--- src/rtl/tinyml_cam_bayer_gain.sv ---
// ---------------------------------------------------------------------------
// tinyml_cam_bayer_gain
// Per-channel white-balance gain for a raw Bayer pixel stream carrying PPC
// pixels per clock. Each pixel takes the gain of its colour site (R, Gr, Gb
// or B), chosen from its row/column parity and the Bayer order. The product is
// rounded, shifted down by GAIN_FRAC and saturated to P_DEPTH bits.
// Gains, pattern and bypass are sampled once per frame, on the falling edge of
// i_vs. Latency is two cycles for data, valid and vs.
//
// Ports
//   i_pclk        clock, rising edge
//   i_srst        synchronous active-high reset
//   i_vs          frame sync, falling edge = frame boundary
//   i_valid       qualifies i_data
//   i_data        PPC lanes of P_DEPTH bits, lane 0 = leftmost pixel (LSBs)
//   i_gain_*      unsigned gains, GAIN_FRAC fraction bits
//   i_pattern     0 RGGB, 1 GRBG, 2 GBRG, 3 BGGR
//   i_bypass      pass pixels through unmodified
//   o_vs/o_valid  i_vs/i_valid delayed by two cycles
//   o_data        gained pixels, held while o_valid = 0
//   o_sat_cnt     clipped-pixel count of the previous frame (sticks at 0xFFFF)
// ---------------------------------------------------------------------------
module tinyml_cam_bayer_gain #(
    parameter int P_DEPTH     = 10,
    parameter int PPC         = 4,
    parameter int FRAME_WIDTH = 640,
    parameter int GAIN_W      = 8,
    parameter int GAIN_FRAC   = 6
) (
    input  logic                   i_pclk,
    input  logic                   i_srst,
    input  logic                   i_vs,
    input  logic                   i_valid,
    input  logic [P_DEPTH*PPC-1:0] i_data,
    input  logic [GAIN_W-1:0]      i_gain_r,
    input  logic [GAIN_W-1:0]      i_gain_gr,
    input  logic [GAIN_W-1:0]      i_gain_gb,
    input  logic [GAIN_W-1:0]      i_gain_b,
    input  logic [1:0]             i_pattern,
    input  logic                   i_bypass,
    output logic                   o_vs,
    output logic                   o_valid,
    output logic [P_DEPTH*PPC-1:0] o_data,
    output logic [15:0]            o_sat_cnt
);

    localparam int PW    = P_DEPTH * PPC;
    localparam int BEATS = FRAME_WIDTH / PPC;
    localparam int BW    = (BEATS > 1) ? $clog2(BEATS) : 1;
    localparam int MW    = P_DEPTH + GAIN_W;

    localparam logic [GAIN_W-1:0] UNITY    = GAIN_W'(2 ** GAIN_FRAC);
    localparam logic [MW:0]       RND_HALF = (MW + 1)'(2 ** (GAIN_FRAC - 1));
    localparam logic [MW:0]       PIX_MAX  = (MW + 1)'(2 ** P_DEPTH - 1);

    // Round to nearest and drop the fraction; one spare bit keeps the
    // rounding add from wrapping at the top of the product range.
    function automatic logic [MW:0] round_shift(input logic [MW-1:0] prod);
        return ({1'b0, prod} + RND_HALF) >> GAIN_FRAC;
    endfunction

    function automatic logic is_clip(input logic [MW-1:0] prod);
        return round_shift(prod) > PIX_MAX;
    endfunction

    function automatic logic [P_DEPTH-1:0] round_sat(input logic [MW-1:0] prod);
        logic [MW:0] q;
        q = round_shift(prod);
        return (q > PIX_MAX) ? {P_DEPTH{1'b1}} : q[P_DEPTH-1:0];
    endfunction

    logic              r_vs_d;
    logic              w_boundary;
    logic [GAIN_W-1:0] r_gain_r, r_gain_gr, r_gain_gb, r_gain_b;
    logic [1:0]        r_pattern;
    logic              r_bypass;
    logic [GAIN_W-1:0] w_gain [4];
    logic [1:0]        w_pattern;
    logic              w_bypass;
    logic [BW-1:0]     r_beat, w_beat;
    logic              r_row, w_row, w_last;
    logic [1:0]        w_chan [PPC];
    logic [MW-1:0]     w_prod [PPC];

    logic [MW-1:0]     r_prod_p1 [PPC];
    logic [PW-1:0]     r_pix_p1;
    logic              r_byp_p1, r_vld_p1, r_vs_p1;

    logic [PW-1:0]     r_data_p2;
    logic              r_vld_p2, r_vs_p2;
    logic [15:0]       r_sat_acc, r_sat_cnt;
    logic [PW-1:0]     w_res;
    logic [15:0]       w_clips;
    logic [16:0]       w_sum;
    logic [15:0]       w_sat_next;

    // A beat on the boundary cycle is already part of the new frame: it sees
    // the freshly sampled settings and starts at beat 0 of row 0.
    always_comb begin
        w_boundary = r_vs_d & ~i_vs;
        if (w_boundary) begin
            w_gain[0] = i_gain_r;
            w_gain[1] = i_gain_gr;
            w_gain[2] = i_gain_gb;
            w_gain[3] = i_gain_b;
            w_pattern = i_pattern;
            w_bypass  = i_bypass;
            w_beat    = '0;
            w_row     = 1'b0;
        end else begin
            w_gain[0] = r_gain_r;
            w_gain[1] = r_gain_gr;
            w_gain[2] = r_gain_gb;
            w_gain[3] = r_gain_b;
            w_pattern = r_pattern;
            w_bypass  = r_bypass;
            w_beat    = r_beat;
            w_row     = r_row;
        end
        w_last = (w_beat == BW'(BEATS - 1));
    end

    // Channel index is {row, col} in RGGB terms (0 R, 1 Gr, 2 Gb, 3 B); every
    // other Bayer order is that tile XOR-ed by the pattern code.
    always_comb begin
        for (int k = 0; k < PPC; k++) begin
            w_chan[k] = {w_row, (PPC == 1) ? w_beat[0] : k[0]} ^ w_pattern;
            w_prod[k] = MW'(i_data[k*P_DEPTH +: P_DEPTH]) * MW'(w_gain[w_chan[k]]);
        end
    end

    // ---- stage 1: products ----
    always_ff @(posedge i_pclk) begin
        r_pix_p1 <= i_data;
        r_byp_p1 <= w_bypass;
        for (int k = 0; k < PPC; k++) begin
            r_prod_p1[k] <= w_prod[k];
        end
    end

    // ---- stage 2: round / saturate and clip counting ----
    always_comb begin
        w_res   = '0;
        w_clips = '0;
        for (int k = 0; k < PPC; k++) begin
            w_res[k*P_DEPTH +: P_DEPTH] = r_byp_p1 ? r_pix_p1[k*P_DEPTH +: P_DEPTH]
                                                   : round_sat(r_prod_p1[k]);
            if (r_vld_p1 && !r_byp_p1 && is_clip(r_prod_p1[k])) begin
                w_clips = w_clips + 16'd1;
            end
        end
        w_sum      = {1'b0, r_sat_acc} + {1'b0, w_clips};
        w_sat_next = w_sum[16] ? 16'hFFFF : w_sum[15:0];
    end

    always_ff @(posedge i_pclk) begin
        if (i_srst) begin
            r_vs_d    <= 1'b0;
            r_beat    <= '0;
            r_row     <= 1'b0;
            r_gain_r  <= UNITY;
            r_gain_gr <= UNITY;
            r_gain_gb <= UNITY;
            r_gain_b  <= UNITY;
            r_pattern <= 2'd0;
            r_bypass  <= 1'b0;
            r_vld_p1  <= 1'b0;
            r_vs_p1   <= 1'b0;
            r_vld_p2  <= 1'b0;
            r_vs_p2   <= 1'b0;
            r_data_p2 <= '0;
            r_sat_acc <= '0;
            r_sat_cnt <= '0;
        end else begin
            r_vs_d <= i_vs;
            if (i_valid) begin
                r_beat <= w_last ? '0 : w_beat + BW'(1);
                r_row  <= w_row ^ w_last;
            end else begin
                r_beat <= w_beat;
                r_row  <= w_row;
            end
            if (w_boundary) begin
                r_gain_r  <= i_gain_r;
                r_gain_gr <= i_gain_gr;
                r_gain_gb <= i_gain_gb;
                r_gain_b  <= i_gain_b;
                r_pattern <= i_pattern;
                r_bypass  <= i_bypass;
            end
            r_vld_p1 <= i_valid;
            r_vs_p1  <= i_vs;
            r_vld_p2 <= r_vld_p1;
            r_vs_p2  <= r_vs_p1;
            if (r_vld_p1) begin
                r_data_p2 <= w_res;
            end
            // Beats still in stage 1 on the boundary cycle belong to the
            // frame that is ending, so they are folded into the copied total.
            if (w_boundary) begin
                r_sat_cnt <= w_sat_next;
                r_sat_acc <= '0;
            end else begin
                r_sat_acc <= w_sat_next;
            end
        end
    end

    assign o_vs      = r_vs_p2;
    assign o_valid   = r_vld_p2;
    assign o_data    = r_data_p2;
    assign o_sat_cnt = r_sat_cnt;

endmodule
--- config.mk ---
export PLATFORM = sky130hd
export DESIGN_NAME = tinyml_cam_bayer_gain
export DESIGN_NICKNAME = d
export VERILOG_FILES = /design/src/rtl/tinyml_cam_bayer_gain.sv
export SDC_FILE = /design/constraint.sdc
export NUM_CORES = 1
export LEC_CHECK = 0
export ABC_CLOCK_PERIOD_IN_PS = 9200
export BUFFER_PORTS_ARGS = -buffer_cell sky130_fd_sc_hd__buf_4
export CORE_MARGIN = 4
export CORE_UTILIZATION = 55
export DETAILED_ROUTE_END_ITERATION = 12
export PLACE_DENSITY = 0.74
export SETUP_SLACK_MARGIN = 0.1
export SLEW_MARGIN = 20
export SYNTH_ARGS = -nofsm -noshare
export SYNTH_HDL_FRONTEND = slang
export SYNTH_SLANG_ARGS = --single-unit
--- constraint.sdc ---
create_clock -name i_pclk -period 9.2 [get_ports i_pclk]
set_clock_uncertainty 0.05 [all_clocks]
set_input_delay 0.92 -clock i_pclk [delete_from_list [all_inputs] [get_ports i_pclk]]
set_output_delay 0.92 -clock i_pclk [all_outputs]
set_load 0.02 [all_outputs]
## Word-level counts from Yosys, hierarchy flattened

Memory sizes are Yosys's and may differ from the RTL's.
Cells that the tools add are included.

| operators by class | value |
|---|---|
| bitwise gates (word level) | 7 |
| eq/ne operators | 1 |
| shift-type cells | 0 |
| multipliers | 4 |
| mux-type cells | 27 |
| div/mod/pow operators | 0 |
| add/sub/neg operators | 9 |
| reduce and logical (&&, ||, !) cells | 7 |
| $lt $le $gt $ge | 6 |

Operator list:

| operator | number |
|---|---|
| 2-to-1 mux 10 bit | 8 |
| adder 18 x 6 -> 19 bit, second input constant | 4 |
| multiplier 10 x 8 -> 18 bit | 4 |
| 2-to-1 mux 16 bit | 4 |
| 2-to-1 mux 8 bit | 7 |
| > comparator 13 x 10 -> 1 bit, second input constant | 4 |
| adder 16 x 1 -> 16 bit, second input constant | 3 |
| binary-select mux 8 bit (select 2 bit) | 2 |
| 2-to-1 mux 32 bit | 1 |
| adder 16 x 16 -> 17 bit | 1 |
| adder 8 x 1 -> 8 bit, second input constant | 1 |
| equality test 8 bit, second input constant | 1 |
| >= comparator 3 bit, second input constant | 2 |
| inverter 2 -> 3 bit | 2 |
| logical AND 1 bit | 5 |
| 2-to-1 mux 1 bit | 4 |
| XOR 2 bit | 2 |
| 2-to-1 mux 2 bit | 1 |
| OR reduction 2 bit | 1 |
| bitwise AND 1 bit | 1 |
| logical NOT 1 bit | 1 |
| inverter 1 bit | 1 |
| XOR 1 bit | 1 |

| storage, ports and cells | value |
|---|---|
| output and inout bits | 58 |
| bits in latches | 0 |
| flip-flop bits (word level) | 161 |
| bits of input ports | 79 |
| memories kept | 1 |
| memory bits (writable) | 72 |
| memory bits (read-only) | 0 |

Memory list:

| name | words | bits a word | read ports | clocked after memory_dff | wr ports | line | source |
|---|---|---|---|---|---|---|---|
| r_prod_p1 | 4 | 18 | 4 | 0 | 4 | 85 | `logic [MW-1:0] r_prod_p1 [PPC];` |

## Depth between registers and ports, before layout

Gate-level depths: netlist (run 1).
An unclocked memory read counts as a cell.

| depth | value |
|---|---|
| depth after elaboration | 13 |
| gate-level depth with buffers | 26 |
| gate-level depth less buffers | 22 |

## Worst setup path after synthesis (run 1)

OpenSTA, ideal clock, no wires.

| timing | value |
|---|---|
| path type | in2reg |
| start | input i_vs |
| end | memory r_prod_p1[0][16] (netlist bit) |
| data required time | 9.078 ns |
| buffers on the path | 3 |
| arrival time | 6.623 ns |
| slack | 2.455 ns |
| cell stages on the path | 22 |
| path through | nand2b_1 > buf_4 > mux2i_4 > clkbuf_1 > mux2_2 > clkbuf_1 > and2_1 > fa_1 > fa_1 > fa_1 > inv_1 > fa_1 > inv_1 > ha_1 > a21o_1 > a21o_1 > a21o_1 > a211oi_1 > a21oi_2 > or3_4 > a21oi_2 > xnor2_1 |

RTL lines:

| element | line | source |
|---|---|---|
| start, declared | 32 | `input logic i_vs,` |
| end, declared | 85 |  |

==> load_flow_metrics.sql, run 1 <==
INSERT INTO impl_metrics (metric_group, metric, value, unit) VALUES
('run_status', 'outcome', 'finished, final reports clean', ''),
('clock_network', 'path_clk_slew', '0.06', 'ns'),
('synthesis', 'ys_ff_latch', '213', ''),
('grt', 'grt_pass1_vias', '14602', ''),
('clock_network', 'htreeDepth', '1', ''),
('synthesis', 'yosys.area_share.adder', '31.1', '%'),
('synthesis', 'netlist.top_cell.by_area', 'dfxtp_1', ''),
('synthesis', 'synth_fp_nets', '2481', ''),
('placed_design', 'dp_hpwl', '32800', 'um'),
('floorplanning', 'initial_utilization', '55.9', '%'),
('synthesis', 'synth_area', '18300', 'um2'),
('worst_setup_path', 'timing.rr.end', 'r_prod_p1[0][16]', ''),
('timing', 'slew_viol_final', '0', ''),
('worst_setup_path', 'worst_r2r_startpoint', 'r_pattern[1]', ''),
('min_path', 'whs_path_depth', '2', ''),
('drt', 'remaining_drc_errors', '0', ''),
('power', 'power_density', '179', 'nW/um2'),
('drt', 'routed_wire_length_per_instance', '16.7', 'um'),
('layout', 'layout-drive-gt1-share', '9.96', '%'),
('worst_setup_path', 'worstSetupPathType', 'input port to flip-flop', ''),
('floorplanning', 'die_h', '190', 'um'),
('timing', 'finalCriticalPeriod', '7.10', 'ns'),
('grt', 'antenna_violations_before_repair', '0', ''),
('floorplanning', 'design.die.area', '36200', 'um2'),
('floorplanning', 'core_area', '32700', 'um2'),
('synthesis', 'netlist_instances', '2061', ''),
('synthesis', 'post_synth_xor_area_fraction', '4.94', '%'),
('worst_setup_path', 'cpMostUsedCell', 'fa_1', ''),
('timing', 'worst_pin_slew', '1.12', 'ns'),
('placed_design', 'placed_cell_area', '19600', 'um2'),
('drt', 'via_count', '14183', ''),
('synthesis', 'synthTopCellsByCount', 'inv_1 (286), dfxtp_1 (213), nand2_1 (212)', ''),
('floorplanning', 'placementRows', '66', ''),
('timing', 'slew_headroom', '25.1', '%'),
('power', 'leakagePower', '9.57', 'nW'),
('clock_network', 'cts_setup_buffers', '0', ''),
('synthesis', 'synth_seq_area_share', '23.3', '%'),
('flow_run', 'drv.max_cap_violation_count', '0', ''),
('worst_setup_path', 'timing.critical_path.slowest_cell_delay', '0.56', 'ns'),
('timing', 'final.setup.tns', '0', 'ns'),
('placed_design', 'place.gp.congestion', '0.831', ''),
('clock_network', 'clock_tree.buffer_depth', '3', ''),
('clock_network', 'cts_resized', '0', ''),
('synthesis', 'synth_simple_gate_area_share', '21.3', '%'),
('power', 'ir_drop_worst_vdd', '0.171', 'mV'),
('synthesis', 'synth_cell_types', '64', ''),
('clock_network', 'cts_root_buf', 'clkbuf_16', ''),
('synthesis', 'asyncSetResetFlopFracSynth', '0', '%'),
('synthesis', 'synth_enable_flop_cells', '0', ''),
('synthesis', 'synth_top_flop_cell', 'dfxtp_1', ''),
('synthesis', 'synthMostInstantiatedCell', 'inv_1', ''),
('layout', 'area_delta_synth_final', '11.6', '%'),
('worst_setup_path', 'rrSetupSlack', '2.12', 'ns'),
('clock_network', 'worst_skew_pair.late_latency', '0.54', 'ns'),
('synthesis', 'ys_warn_count', '0', ''),
('layout', 'insertedDiodeCount', '0', ''),
('drt', 'initialDrtViolationCount', '782', ''),
('worst_setup_path', 'critical_path.slowest_cell', 'fa_1', ''),
('worst_setup_path', 'critical_path_startpoint_category', 'input port', ''),
('timing', 'setup_repair_after_global_routing_missed_its_margin', 'false', ''),
('grt', 'grt_pass1_wl', '72800', 'um'),
('worst_setup_path', 'worstPathCellList', 'buf_4 > nand2b_2 > buf_4 > a211oi_1 > a31oi_1 > mux2_2 > and2_1 > fa_1 > fa_1 > fa_1 > inv_1 > fa_1 > inv_1 > ha_1 > a21o_1 > a21o_1 > a21o_1 > a211oi_1 > a21oi_2 > or3_4 > a21oi_2 > xnor2_1', ''),
('synthesis', 'proportion_of_synthesized_area_in_mux_cells', '2.66', '%'),
('worst_setup_path', 'crit_buf_inv', '4', ''),
('synthesis', 'post_synthesis_compound_gate_area_fraction', '9.15', '%'),
('worst_setup_path', 'cp_max_fo', '41', ''),
('timing', 'finalCritPeriodShare', '77.2', '%'),
('grt', 'globalRouteOverflowTotal', '0', ''),
('drt', 'vias_per_cell', '5.43', ''),
('worst_setup_path', 'worstPathRequired', '9.59', 'ns'),
('clock_network', 'clkSinkCount', '213', '');
==> cell usage in the layout (no fill, tap or decap), types with 3 or more instances in the layout <==
| master | Yosys | layout |
|---|---|---|
| inv_1 | 286 | 286 |
| nand2_1 | 212 | 212 |
| dfxtp_1 | 213 | 212 |
| fa_1 | 189 | 189 |
| ha_1 | 152 | 152 |
| buf_4 | 1 | 145 |
| nor2b_1 | 137 | 136 |
| and2_1 | 114 | 114 |
| a21oi_1 | 101 | 101 |
| nor2_1 | 82 | 82 |
| nand2b_1 | 77 | 76 |
| xnor2_1 | 63 | 63 |
| nand3_1 | 38 | 38 |
| xor2_1 | 37 | 37 |
| clkbuf_16 | 0 | 25 |
| mux2i_1 | 25 | 23 |
| o21ai_0 | 21 | 21 |
| o221ai_1 | 21 | 21 |
| a21o_1 | 20 | 20 |
| a31oi_1 | 19 | 19 |
| nor3_1 | 19 | 19 |
| a211oi_1 | 15 | 15 |
| o211ai_1 | 14 | 14 |
| nand4_1 | 12 | 12 |
| and3_1 | 12 | 12 |
| or3_1 | 12 | 12 |
| o21a_1 | 10 | 10 |
| mux2_2 | 9 | 9 |
| o21bai_1 | 6 | 6 |
| clkbuf_1 | 69 | 6 |
| mux4_2 | 5 | 5 |
| and4_1 | 5 | 5 |
| a2bb2oi_1 | 5 | 5 |
| and4b_1 | 4 | 4 |
| nand3b_1 | 4 | 4 |
| clkbuf_8 | 0 | 4 |
| or2_2 | 3 | 3 |
| a311oi_1 | 3 | 3 |
| a21oi_2 | 3 | 3 |
==> cells by family (layout without fill, tap and decap cells) <==
logic type                 after synthesis  count (layout)
DFF                                    213             213
xor gates and xnor gates               101             101
and+or+nand+nor                        742             742
other                                    1               1
AOI/OAI and AO/OA                      257             257
buffers and inverters                  366             473
adders and majority gates              341             341
muxes                                   40              40
==> cell type report <==
cell class | instances | area, um2 | area share (%)
inverter | 286 | 1070 | 5.26
clock buffer | 35 | 703 | 3.44
tap | 442 | 553 | 2.71
clock inverter | 7 | 83.8 | 0.411
multi-input combinational | 1482 | 12700 | 62.0
sequential | 213 | 4270 | 20.9
timing repair buffer | 145 | 1090 | 5.33
==> metal layers <==
layer	share of wire (%)	global-route usage, %
met2	47	41.2
met4	2.7	6.49
met3	6.3	3.46
met1	44	32.8
met5	0	0
==> registers in the layout (all words and copies together) (netlist names) <==
signal and cells:
r_gain_b 8, r_row 1, r_byp_p1 1, r_vs_d 1
r_beat 8, r_sat_acc 16, o_valid 1, r_vld_p1 1
o_vs 1, r_gain_gb 8, r_pix_p1 40, r_bypass 1
r_gain_gr 8, o_data 40, o_sat_cnt 16, r_pattern 2
r_prod_p1 52, r_gain_r 8
==> metrics by stage <==
step	util (%)	setup WS [ns]	std cells	total power, mW
floorplan	-	2.45	2061	2.31
global placement	60.0	1.75	2568	2.67
detailed placement	60.0	1.71	2568	2.72
CTS	62.4	2.22	2610	3.68
global route	62.4	1.76	2610	3.94
finish	62.4	2.10	2610	3.66
==> worst max path at each step <==
stage | depth (start not counted) | slack (ns) | endpoint
finish | 22 | 2.10 | r_prod_p1[0][16]
global route | 22 | 1.76 | r_prod_p1[0][16]
CTS | 20 | 2.22 | r_prod_p1[0][16]
detailed placement | 20 | 1.71 | r_prod_p1[0][16]
global placement | 20 | 1.75 | r_prod_p1[0][16]
floorplan | 22 | 2.45 | r_prod_p1[0][16]
==> worst register-to-register path: stages, from the launching register on <==
cell,delay [ns]
dfxtp_1,0.46
xor2_1,0.91
nand2_1,0.12
a31oi_1,0.42
mux2_2,0.52
and2_1,0.23
fa_1,0.45
fa_1,0.52
fa_1,0.56
inv_1,0.06
fa_1,0.54
inv_1,0.05
ha_1,0.33
a21o_1,0.17
a21o_1,0.17
a21o_1,0.18
a211oi_1,0.44
a21oi_2,0.14
or3_4,0.40
a21oi_2,0.16
xnor2_1,0.12
==> power by group <==
part           internal, mW  switching, mW  total [mW]
logic                 0.650          0.856        1.51
clock network         0.562          0.383       0.945
registers              1.08          0.124        1.21
No activity file was read; power rests on OpenSTA's default activity.
==> run 2: changes to the inputs <==
ABC_CLOCK_PERIOD_IN_PS = 6980   (was 9200)
clock period = 6.98 ns   (was 9.2 ns; I/O delays follow)
==> run 2 against run 1 <==
Global-route usage is 0.62 points higher. Critical path depth is 2 lower. Utilization is 0.17 points higher. Combinational power is 32% higher. Sequential share of layout area is 0.057 points lower. Setup slack worse by 1.5 ns. Power is 32% higher. Register-to-register slack worse by 1.5 ns. Largest power group unchanged.
==> load_flow_metrics.sql, run 2 (synthesis gave the netlist of run 1 again) <==
INSERT INTO impl_metrics (metric_group, metric, value, unit) VALUES
('floorplanning', 'num_io_pins', '137', ''),
('clock_network', 'cts_root_buf', 'clkbuf_16', ''),
('drt', 'detail_route.wirelength', '44500', 'um'),
('drt', 'maxUsedRoutingLayer', 'met4', ''),
('drt', 'firstDrtPassIters', '5', ''),
('layout', 'multiInputGateArea', '12700', 'um2'),
('timing', 'worst_pin_slew', '0.912', 'ns'),
('floorplanning', 'initial_utilization', '55.9', '%'),
('clock_network', 'cts_made_buffers', '25', ''),
('layout', 'largest_register_ffs', '52', ''),
('layout', 'layout-drive-gt1-share', '10.3', '%'),
('drt', 'vias_per_cell', '5.45', ''),
('worst_setup_path', 'cp_max_fo', '20', ''),
('layout', 'area_delta_synth_final', '11.9', '%'),
('grt', 'globalRouteOverflowTotal', '0', ''),
('timing', 'fmax', '157', 'MHz'),
('layout', 'insertedDiodeCount', '0', ''),
('drt', 'remaining_drc_errors', '0', ''),
('clock_network', 'clock_tree.buffer_depth', '3', ''),
('grt', 'antenna_violations_before_repair', '1', ''),
('power', 'power_density', '235', 'nW/um2'),
('clock_network', 'holdBufCountCts', '0', ''),
('layout', 'final_nets', '2583', ''),
('worst_setup_path', 'critical_path.slowest_cell', 'fa_1', ''),
('clock_network', 'clkSinkCount', '213', ''),
('grt', 'grt_max_degree', '85', ''),
('worst_setup_path', 'critical_path.top_delay_family', 'adder cells', ''),
('clock_network', 'cts_resized', '0', ''),
('floorplanning', 'design.die.area', '36200', 'um2'),
('clock_network', 'worst_skew_pair.late_latency', '0.51', 'ns'),
('drt', 'via_count', '14281', ''),
('clock_network', 'path_clk_slew', '0.06', 'ns'),
('layout', 'postLayoutCoreUtil', '62.6', '%'),
('timing', 'slew_headroom', '39.2', '%'),
('run_status', 'outcome', 'finished, final reports clean', ''),
('layout', 'final_common_cell', 'inv_1', ''),
('floorplanning', 'die_width', '190', 'um'),
('drt', 'route.antenna.remaining_nets', '0', ''),
('clock_network', 'htreeDepth', '1', ''),
('timing', 'slew_viol_final', '0', ''),
('layout', 'fillCellCount', '2861', ''),
('layout', 'largest-register', 'r_prod_p1', ''),
('timing', 'finalCritPeriodShare', '91.4', '%'),
('clock_network', 'clock_tree_from_tritoncts', 'done', ''),
('timing', 'timing.final.hold_violations', '0', ''),
('placed_design', 'input_output_buffers', '136', ''),
('worst_setup_path', 'timing.critical_path.slowest_cell_delay', '0.55', 'ns'),
('drt', 'initialDrtViolationCount', '710', ''),
('placed_design', 'dp_hpwl', '33600', 'um'),
('worst_setup_path', 'worstSetupPathType', 'flip-flop to flip-flop', ''),
('timing', 'finalSetupViolCount', '0', ''),
('worst_setup_path', 'crit_buf_inv', '2', ''),
('grt', 'total_routing_resource_utilization_after_global_routing', '24.9', '%'),
('power', 'leakagePower', '9.61', 'nW'),
('floorplanning', 'die_h', '190', 'um'),
('grt', 'grt_pass1_vias', '14891', ''),
('layout', 'final_cell_mix', 'inv_1 (286), nand2_1 (212), dfxtp_1 (212)', ''),
('worst_setup_path', 'cp.arrival', '6.77', 'ns'),
('worst_setup_path', 'critical_path_startpoint_category', 'flip-flop', ''),
('drt', 'detailroute.wirelength.met2', '21500', 'um'),
('worst_setup_path', 'worstPathRequired', '7.37', 'ns'),
('floorplanning', 'core_area', '32700', 'um2'),
('min_path', 'worstHoldPathType', 'input port to flip-flop', ''),
('timing', 'final.setup.tns', '0', 'ns'),
('timing', 'setup_repair_after_global_routing_missed_its_margin', 'false', ''),
('flow_run', 'drv.max_cap_violation_count', '0', ''),
('timing', 'finalCriticalPeriod', '6.38', 'ns'),
('drt', 'wl_met3', '2750', 'um'),
('worst_setup_path', 'worst_setup_path_end_kind', 'flip-flop', ''),
('worst_setup_path', 'worstPathCellList', 'xnor2_4 > nand2_1 > a31oi_1 > mux2_2 > and2_1 > fa_1 > fa_1 > fa_1 > inv_1 > fa_1 > inv_1 > ha_1 > a21o_1 > a21o_1 > a21o_1 > a211oi_1 > a21oi_2 > or3_4 > a21oi_2 > xnor2_1', ''),
('layout', 'seqCellArea', '4270', 'um2'),
('drt', 'wl_met1', '19000', 'um'),
('worst_setup_path', 'cpMostUsedCell', 'fa_1', ''),
('grt', 'grt_pass1_wl', '74200', 'um'),
('placed_design', 'place.gp.congestion', '0.878', ''),
('power', 'ir_drop_worst_vdd', '0.138', 'mV'),
('drt', 'routed_wire_length_per_instance', '17.0', 'um'),
('clock_network', 'cts_setup_buffers', '0', ''),
('floorplanning', 'placementRows', '66', '');
## run 2: cell count changes in the layout (fill, tap and decap cells not counted)
cell        change
buf_4          +10
clkbuf_8        -2
clkinvlp_4      -2
bufinv_16       +1
clkinv_2        +1
clkinv_4        +1
inv_16          -1
## run 2: final timing paths
kind / from / endpoint / slack [ns] / depth (start not counted)
setup / recovery: r_pattern[1] / r_prod_p1[0][16] / 0.60 / 20
hold / removal: i_data[20] / r_pix_p1[20] / 0.31 / 1
hold reg to reg: r_bypass / r_byp_p1 / 0.40 / 2
setup reg to reg: r_pattern[1] / r_prod_p1[0][16] / 0.60 / 20
## run 2: through the flow
stage / total power [mW] / cell area, um2 / hold slack [ns] / instances / worst slack [ns]
3_5_place_dp: 3.60 / 19700 / 0.392 / 2578 / 0.345
2_1_floorplan: 3.05 / 18300 / 0.367 / 2061 / 0.457
5_1_grt: 5.21 / 20500 / 0.289 / 2618 / 0.261
3_3_place_gp: 3.53 / 19700 / 0.385 / 2578 / 0.454
4_1_cts: 4.85 / 20500 / 0.286 / 2618 / 0.621
6_report: 4.81 / 20500 / 0.309 / 2618 / 0.601
## run 2: report_power, final
| group | total [mW] | switching (mW) | internal [mW] |
|---|---|---|---|
| clock | 1.24 | 0.489 | 0.747 |
| combinational | 1.99 | 1.13 | 0.859 |
| sequential | 1.59 | 0.162 | 1.43 |
## run 2: layout make-up
| type | instances | area share (%) |
|---|---|---|
| multi-input cells | 1482 | 61.8 |
| flip-flops and latches | 213 | 20.8 |
| repair buffers | 155 | 5.68 |
| inverters | 286 | 5.24 |
| clock buffers | 33 | 3.30 |
| well taps | 442 | 2.70 |
| clock inverters | 7 | 0.452 |
## run 2: per-layer routing
layer	vias up	GRT usage [%]
met5	-	0
met4	0	7.79
met3	82	3.46
met2	402	42.7
met1	6996	32.9
li1	6801	-
